**src/rtl/selftest_initiator.sv**
```systemverilog
// Purpose : host-side initiator that launches NUM_RUNS self-test runs and tallies pass/fail/timeout verdicts.
// Latency : outputs are registered; dev_start/busy/done follow the FSM state by one cycle.
// Backpressure: none; go is honoured only in IDLE and is dropped (not queued) while busy.
//
// Ports:
//   clk, rstn            clock (rising edge) and asynchronous active-low reset
//   go                   start request, sampled only in IDLE
//   dev_start            one-cycle launch pulse to the device
//   dev_data[7:0]        per-run pattern (SEED rotated left once per run)
//   dev_pass, dev_fail   device verdict inputs, honoured only in RUN (fail wins)
//   busy                 high while a sequence is in progress
//   done                 one-cycle pulse at the end of a sequence
//   all_pass             every run passed; held until the next accepted go
//   pass_cnt, fail_cnt, tmo_cnt  per-sequence verdict counters
module selftest_initiator #(
    parameter int          NUM_RUNS = 4,
    parameter int          TIMEOUT  = 255,
    parameter logic [7:0]  SEED     = 8'hA5
) (
    input  logic        clk,
    input  logic        rstn,
    input  logic        go,
    output logic        dev_start,
    output logic [7:0]  dev_data,
    input  logic        dev_pass,
    input  logic        dev_fail,
    output logic        busy,
    output logic        done,
    output logic        all_pass,
    output logic [7:0]  pass_cnt,
    output logic [7:0]  fail_cnt,
    output logic [7:0]  tmo_cnt
);

    localparam logic [2:0] S_IDLE   = 3'd0;
    localparam logic [2:0] S_LAUNCH = 3'd1;
    localparam logic [2:0] S_RUN    = 3'd2;
    localparam logic [2:0] S_GAP    = 3'd3;
    localparam logic [2:0] S_DONE   = 3'd4;

    localparam logic [7:0] LAST_RUN = 8'(NUM_RUNS - 1);
    localparam logic [7:0] TMO_LAST = 8'(TIMEOUT - 1);
    localparam logic [7:0] RUNS_8   = 8'(NUM_RUNS);

    logic [2:0] state;
    logic [7:0] run_idx;
    logic [7:0] timer;
    logic       verdict;

    // Any of these ends the current run; which counter moves is decided below.
    always_comb begin
        verdict = dev_fail | dev_pass | (timer == TMO_LAST);
    end

    always_ff @(posedge clk or negedge rstn) begin
        if (!rstn) begin
            state     <= S_IDLE;
            run_idx   <= 8'd0;
            timer     <= 8'd0;
            dev_start <= 1'b0;
            dev_data  <= 8'h00;
            busy      <= 1'b0;
            done      <= 1'b0;
            all_pass  <= 1'b0;
            pass_cnt  <= 8'd0;
            fail_cnt  <= 8'd0;
            tmo_cnt   <= 8'd0;
        end else begin
            // Status outputs are registered decodes of the current state, so
            // they appear one cycle after the state they describe.
            dev_start <= (state == S_LAUNCH);
            busy      <= (state != S_IDLE);
            done      <= (state == S_DONE);

            case (state)
                S_IDLE: begin
                    if (go) begin
                        state    <= S_LAUNCH;
                        pass_cnt <= 8'd0;
                        fail_cnt <= 8'd0;
                        tmo_cnt  <= 8'd0;
                        all_pass <= 1'b0;
                        run_idx  <= 8'd0;
                        dev_data <= SEED;
                    end
                end

                S_LAUNCH: begin
                    timer <= 8'd0;
                    state <= S_RUN;
                end

                S_RUN: begin
                    if (dev_fail) begin
                        fail_cnt <= fail_cnt + 8'd1;
                    end else if (dev_pass) begin
                        pass_cnt <= pass_cnt + 8'd1;
                    end else if (timer == TMO_LAST) begin
                        tmo_cnt <= tmo_cnt + 8'd1;
                    end else begin
                        timer <= timer + 8'd1;
                    end

                    if (verdict) begin
                        state <= (run_idx == LAST_RUN) ? S_DONE : S_GAP;
                    end
                end

                S_GAP: begin
                    run_idx  <= run_idx + 8'd1;
                    dev_data <= {dev_data[6:0], dev_data[7]};
                    state    <= S_LAUNCH;
                end

                S_DONE: begin
                    all_pass <= (pass_cnt == RUNS_8);
                    state    <= S_IDLE;
                end

                default: begin
                    state <= S_IDLE;
                end
            endcase
        end
    end

endmodule

```
**config.mk**
```make
export PLATFORM = sky130hd
export DESIGN_NAME = selftest_initiator
export DESIGN_NICKNAME = d
export VERILOG_FILES = /design/src/rtl/selftest_initiator.sv
export SDC_FILE = /design/constraint.sdc
export NUM_CORES = 1
export LEC_CHECK = 0
export CORE_AREA = 2 2 76 78
export DETAILED_ROUTE_END_ITERATION = 8
export DIE_AREA = 0 0 78 80
export GPL_TIMING_DRIVEN = 0
export PLACE_DENSITY_LB_ADDON = 0.05
export SLEW_MARGIN = 30
export SYNTH_ARGS = -nofsm -noshare
export SYNTH_HDL_FRONTEND = slang
export SYNTH_SLANG_ARGS = --single-unit
```
**constraint.sdc**
```tcl
create_clock -name clk -period 2.25 [get_ports clk]
set_input_delay 0.5625 -clock clk [delete_from_list [all_inputs] [get_ports clk]]
set_output_delay 0.5625 -clock clk [all_outputs]
set_load 0.005 [all_outputs]
```
==> qor.csv, run 1 <==
stage;metric;value;unit
run_status;status;finished, final reports clean;
power;combinational share of power;0.382;
clock_tree;# resized after CTS;0;
layout;fill count;479;
synth;Mapped Nets;285;
synth;Seq cells post-synth;55;
setup_path;slowest cell delay on critical path;0.59;ns
setup_path;critical path class;input pin to flip-flop;
routing;Pre-antenna DRT Iters;4;
setup_path;Worst Path Max Fanout;10;
timing;Fin Hold WS;0.128;ns
placed_design;GP Congestion;0.860;
setup_path;Worst path slowest cell;clkdlybuf4s50_1;
power;Int Power;0.00194;W
timing;Worst Tran Pin Value;0.476;ns
layout;post-layout util;0.628;
floorplanning;num ports;41;
floorplanning;Die Y;80;um
power;Clock Power Share;0.178;
setup_path;Worst EP arrival;2.17;ns
routing;Post-DRT Antenna Nets;0;
synth;Mapped Cells;273;
global_routing;Tot GR Track Use;0.204;
clock_tree;clk slew on worst S/H paths;0.10;ns
power;static leakage;1.43;nW
power;Switch Pwr;0.00111;W
layout;Antenna Cells;0;
synth;number of flops mapped to enable cells by yosys;0;
synth;synth unique cells;55;
synth;sequential area share after synthesis;0.492;
power;power per cell area;899;mW/mm2
synth;commonest cells in the netlist;dfrtp_1, nor2_1, nand2_1, nand3_1;
run;max-cap violation count;0;
timing;Clock Skew;0.00443;ns
timing;Slew HR;0.682;
setup_path;r2r startpoint;state[0]$_DFFE_PN0P_;
routing;initial DRC count;94;
routing;Routed WL;5.84;mm
synth;Top FF cell, synth;dfrtp_1;
clock_tree;# hold bufs at CTS;0;
timing;Max Transition Viols Final;0;
synth;mapped cell area;0.00280;mm2
setup_path;Critical Path End Type;flip-flop;
setup_path;Cell Chain, Critical Path;clkdlybuf4s50_1 -> nor4b_2 -> buf_2 -> buf_2 -> nor2_1;
floorplanning;Std-Cell Rows;27;
global_routing;gr ovfl total;0;
synth;Synth area leader;dfrtp_1;
synth;Yosys top cell area share;0.492;
layout;layout net count;333;
power;sequential power share;0.440;
clock_tree;maximum root-to-sink buffer count;2;
floorplanning;initial core utilization;0.517;
global_routing;largest net degree at the start of global routing;36;
timing;achievable frequency;0.508;GHz
timing;Final Critical Period;1.97;ns
synth;most frequent cell after synthesis;dfrtp_1;
floorplanning;die area;0.00624;mm2
clock_tree;clk root buf;clkbuf_8;
setup_path;Most Frequent Cell on Critical Path;buf_2;
layout;share of layout cells above drive strength 1;0.0932;
timing;Final setup viols;0;
global_routing;initial antenna violation count;0;
layout;Area growth syn-to-layout;21.4;%
timing;RSZ-0062 raised after global routing;false;
routing;Routed WL per cell;14.8;um
global_routing;first-pass GRT wire length;10.2;mm
floorplanning;DIE WIDTH;78;um
power;VDD IR max;563;uV
synth;Synthesis Warnings;0;
clock_tree;CTS tree;yes;
setup_path;CP startpoint kind;input pin;
power;Sw Share;0.365;
clock_tree;number of buffers created by CTS;5;
clock_tree;postcts setup bufs;0;
floorplanning;Core Area;0.00541;mm2
placed_design;DP HPWL;4.21;mm
synth;fraction of registers with async set/reset;1.00;
hold_path;hold crit path type;input pin to asynchronous set/reset pin;
timing;final worst path period share;0.875;
synth;Avg Cell Area, Syn;10.2;um2
setup_path;Req. time, crit path;2.45;ns
clock_tree;# clock sinks;55;
setup_path;Critical Path Start;go;
clock_tree;Skew-Pair Late Insertion Delay;0.31;ns
synth;Area contributors post-synth;dfrtp_1, nor2_1, nand2_1;
setup_path;R2R cell count;5;
routing;# DRC;0;
routing;Vias per Instance;5.61;
routing;Vias;2211;
clock_tree;H-tree levels;2;
global_routing;vias in the first global route;2153;
timing;endpoints failing hold;0;
placed_design;IO Port Bufs;40;
worst paths after layout:
check                                           to  slack (ns)
max                         run_idx[7]$_DFFE_PN0P_        0.28
min                         tmo_cnt[4]$_DFFE_PN0P_        0.13
max reg2reg                dev_data[2]$_DFFE_PN0P_        0.34
min reg2reg                   timer[6]$_DFFE_PN0P_        0.49
max in group asynchronous     timer[0]$_DFFE_PN0P_        1.66
min in group clk              timer[6]$_DFFE_PN0P_        0.49
placed cells by master (no fill, tap or decap), types with 6 or more instances in the layout:
| cell type | count |
|---|---|
| dfrtp_1 | 55 |
| clkdlybuf4s50_1 | 39 |
| nor2_1 | 31 |
| nand2_1 | 29 |
| nand3_1 | 13 |
| nand4_1 | 10 |
| xnor2_1 | 10 |
| o21ai_0 | 9 |
| inv_1 | 8 |
| a21oi_1 | 8 |
| ha_1 | 7 |
| and3_1 | 6 |
| xor2_1 | 6 |
logic make-up (layout without fill, tap and decap cells):
group / after synthesis / count (layout) / synth area share
mux: 2 / 2 / 0.00806
flops: 55 / 55 / 0.492
fa+ha+maj: 7 / 7 / 0.0313
compound gates: 57 / 57 / 0.151
simple gates: 118 / 118 / 0.234
xor+xnor: 16 / 16 / 0.0501
buf+inv: 18 / 67 / 0.0331
flip-flops by register name, summed over array words and instances (netlist names):
| name | cells |
|---|---|
| fail_cnt | 8 |
| dev_start | 1 |
| run_idx | 8 |
| state | 3 |
| dev_data | 8 |
| done | 1 |
| pass_cnt | 8 |
| all_pass | 1 |
| tmo_cnt | 8 |
| timer | 8 |
| busy | 1 |
power groups by stage:
| stage | clock network [W] | registers [W] | logic, W |
|---|---|---|---|
| finish | 0.000542 | 0.00134 | 0.00117 |
| global placement | 0 | 0.00136 | 0.00115 |
| detailed placement | 0 | 0.00136 | 0.00118 |
| floorplan | 0 | 0.00134 | 0.000700 |
| CTS | 0.000560 | 0.00134 | 0.00118 |
| global route | 0.000588 | 0.00137 | 0.00131 |
metrics by stage:
step	area, um2	setup TNS, ns	worst slack [ns]	total power [W]	cells
floorplan	2800	0	0.572	0.00204	273
global placement	3290	-60.89	-1.10	0.00251	385
detailed placement	3300	-0.602	-0.0682	0.00254	386
CTS	3390	0	0.272	0.00308	394
global route	3390	0	0.136	0.00326	394
finish	3390	0	0.281	0.00305	394
critical path: cells and delay by family:
kind | cells | cell delay [ns]
AND/OR/NAND/NOR | 2 | 0.42
buffers and inverters | 3 | 1.18
routing by layer:
metal	GRT usage	vias up	share of wire
met2	0.338	26	0.48
met3	0.0271	8	0.022
met4	0.0702	0	0.013
li1	-	1088	-
met1	0.278	1089	0.49
met5	0	-	0
final cells by class:
| type | instances | area [um2] | share of cell area |
|---|---|---|---|
| buffer | 9 | 58.8 | 0.0173 |
| clock buffer | 5 | 68.8 | 0.0203 |
| clock inverter | 3 | 20.0 | 0.00590 |
| inverter | 9 | 33.8 | 0.00996 |
| multi-input combinational | 200 | 1330 | 0.391 |
| sequential | 55 | 1380 | 0.406 |
| tap | 72 | 90.1 | 0.0266 |
| timing repair buffer | 41 | 418 | 0.123 |
Power figures use the tool's default switching activity.
==> run 2, diff against run 1 <==
Settings changed: SKIP_CTS_REPAIR_TIMING from default to 1.
==> results of run 2 <==
The final DEF is identical to that of run 1; final timing and power are the same.
==> run 3, diff against run 2 <==
Settings changed: CAP_MARGIN from default to 25.
==> results of run 3 <==
The final DEF is identical to that of run 1; final timing and power are the same.
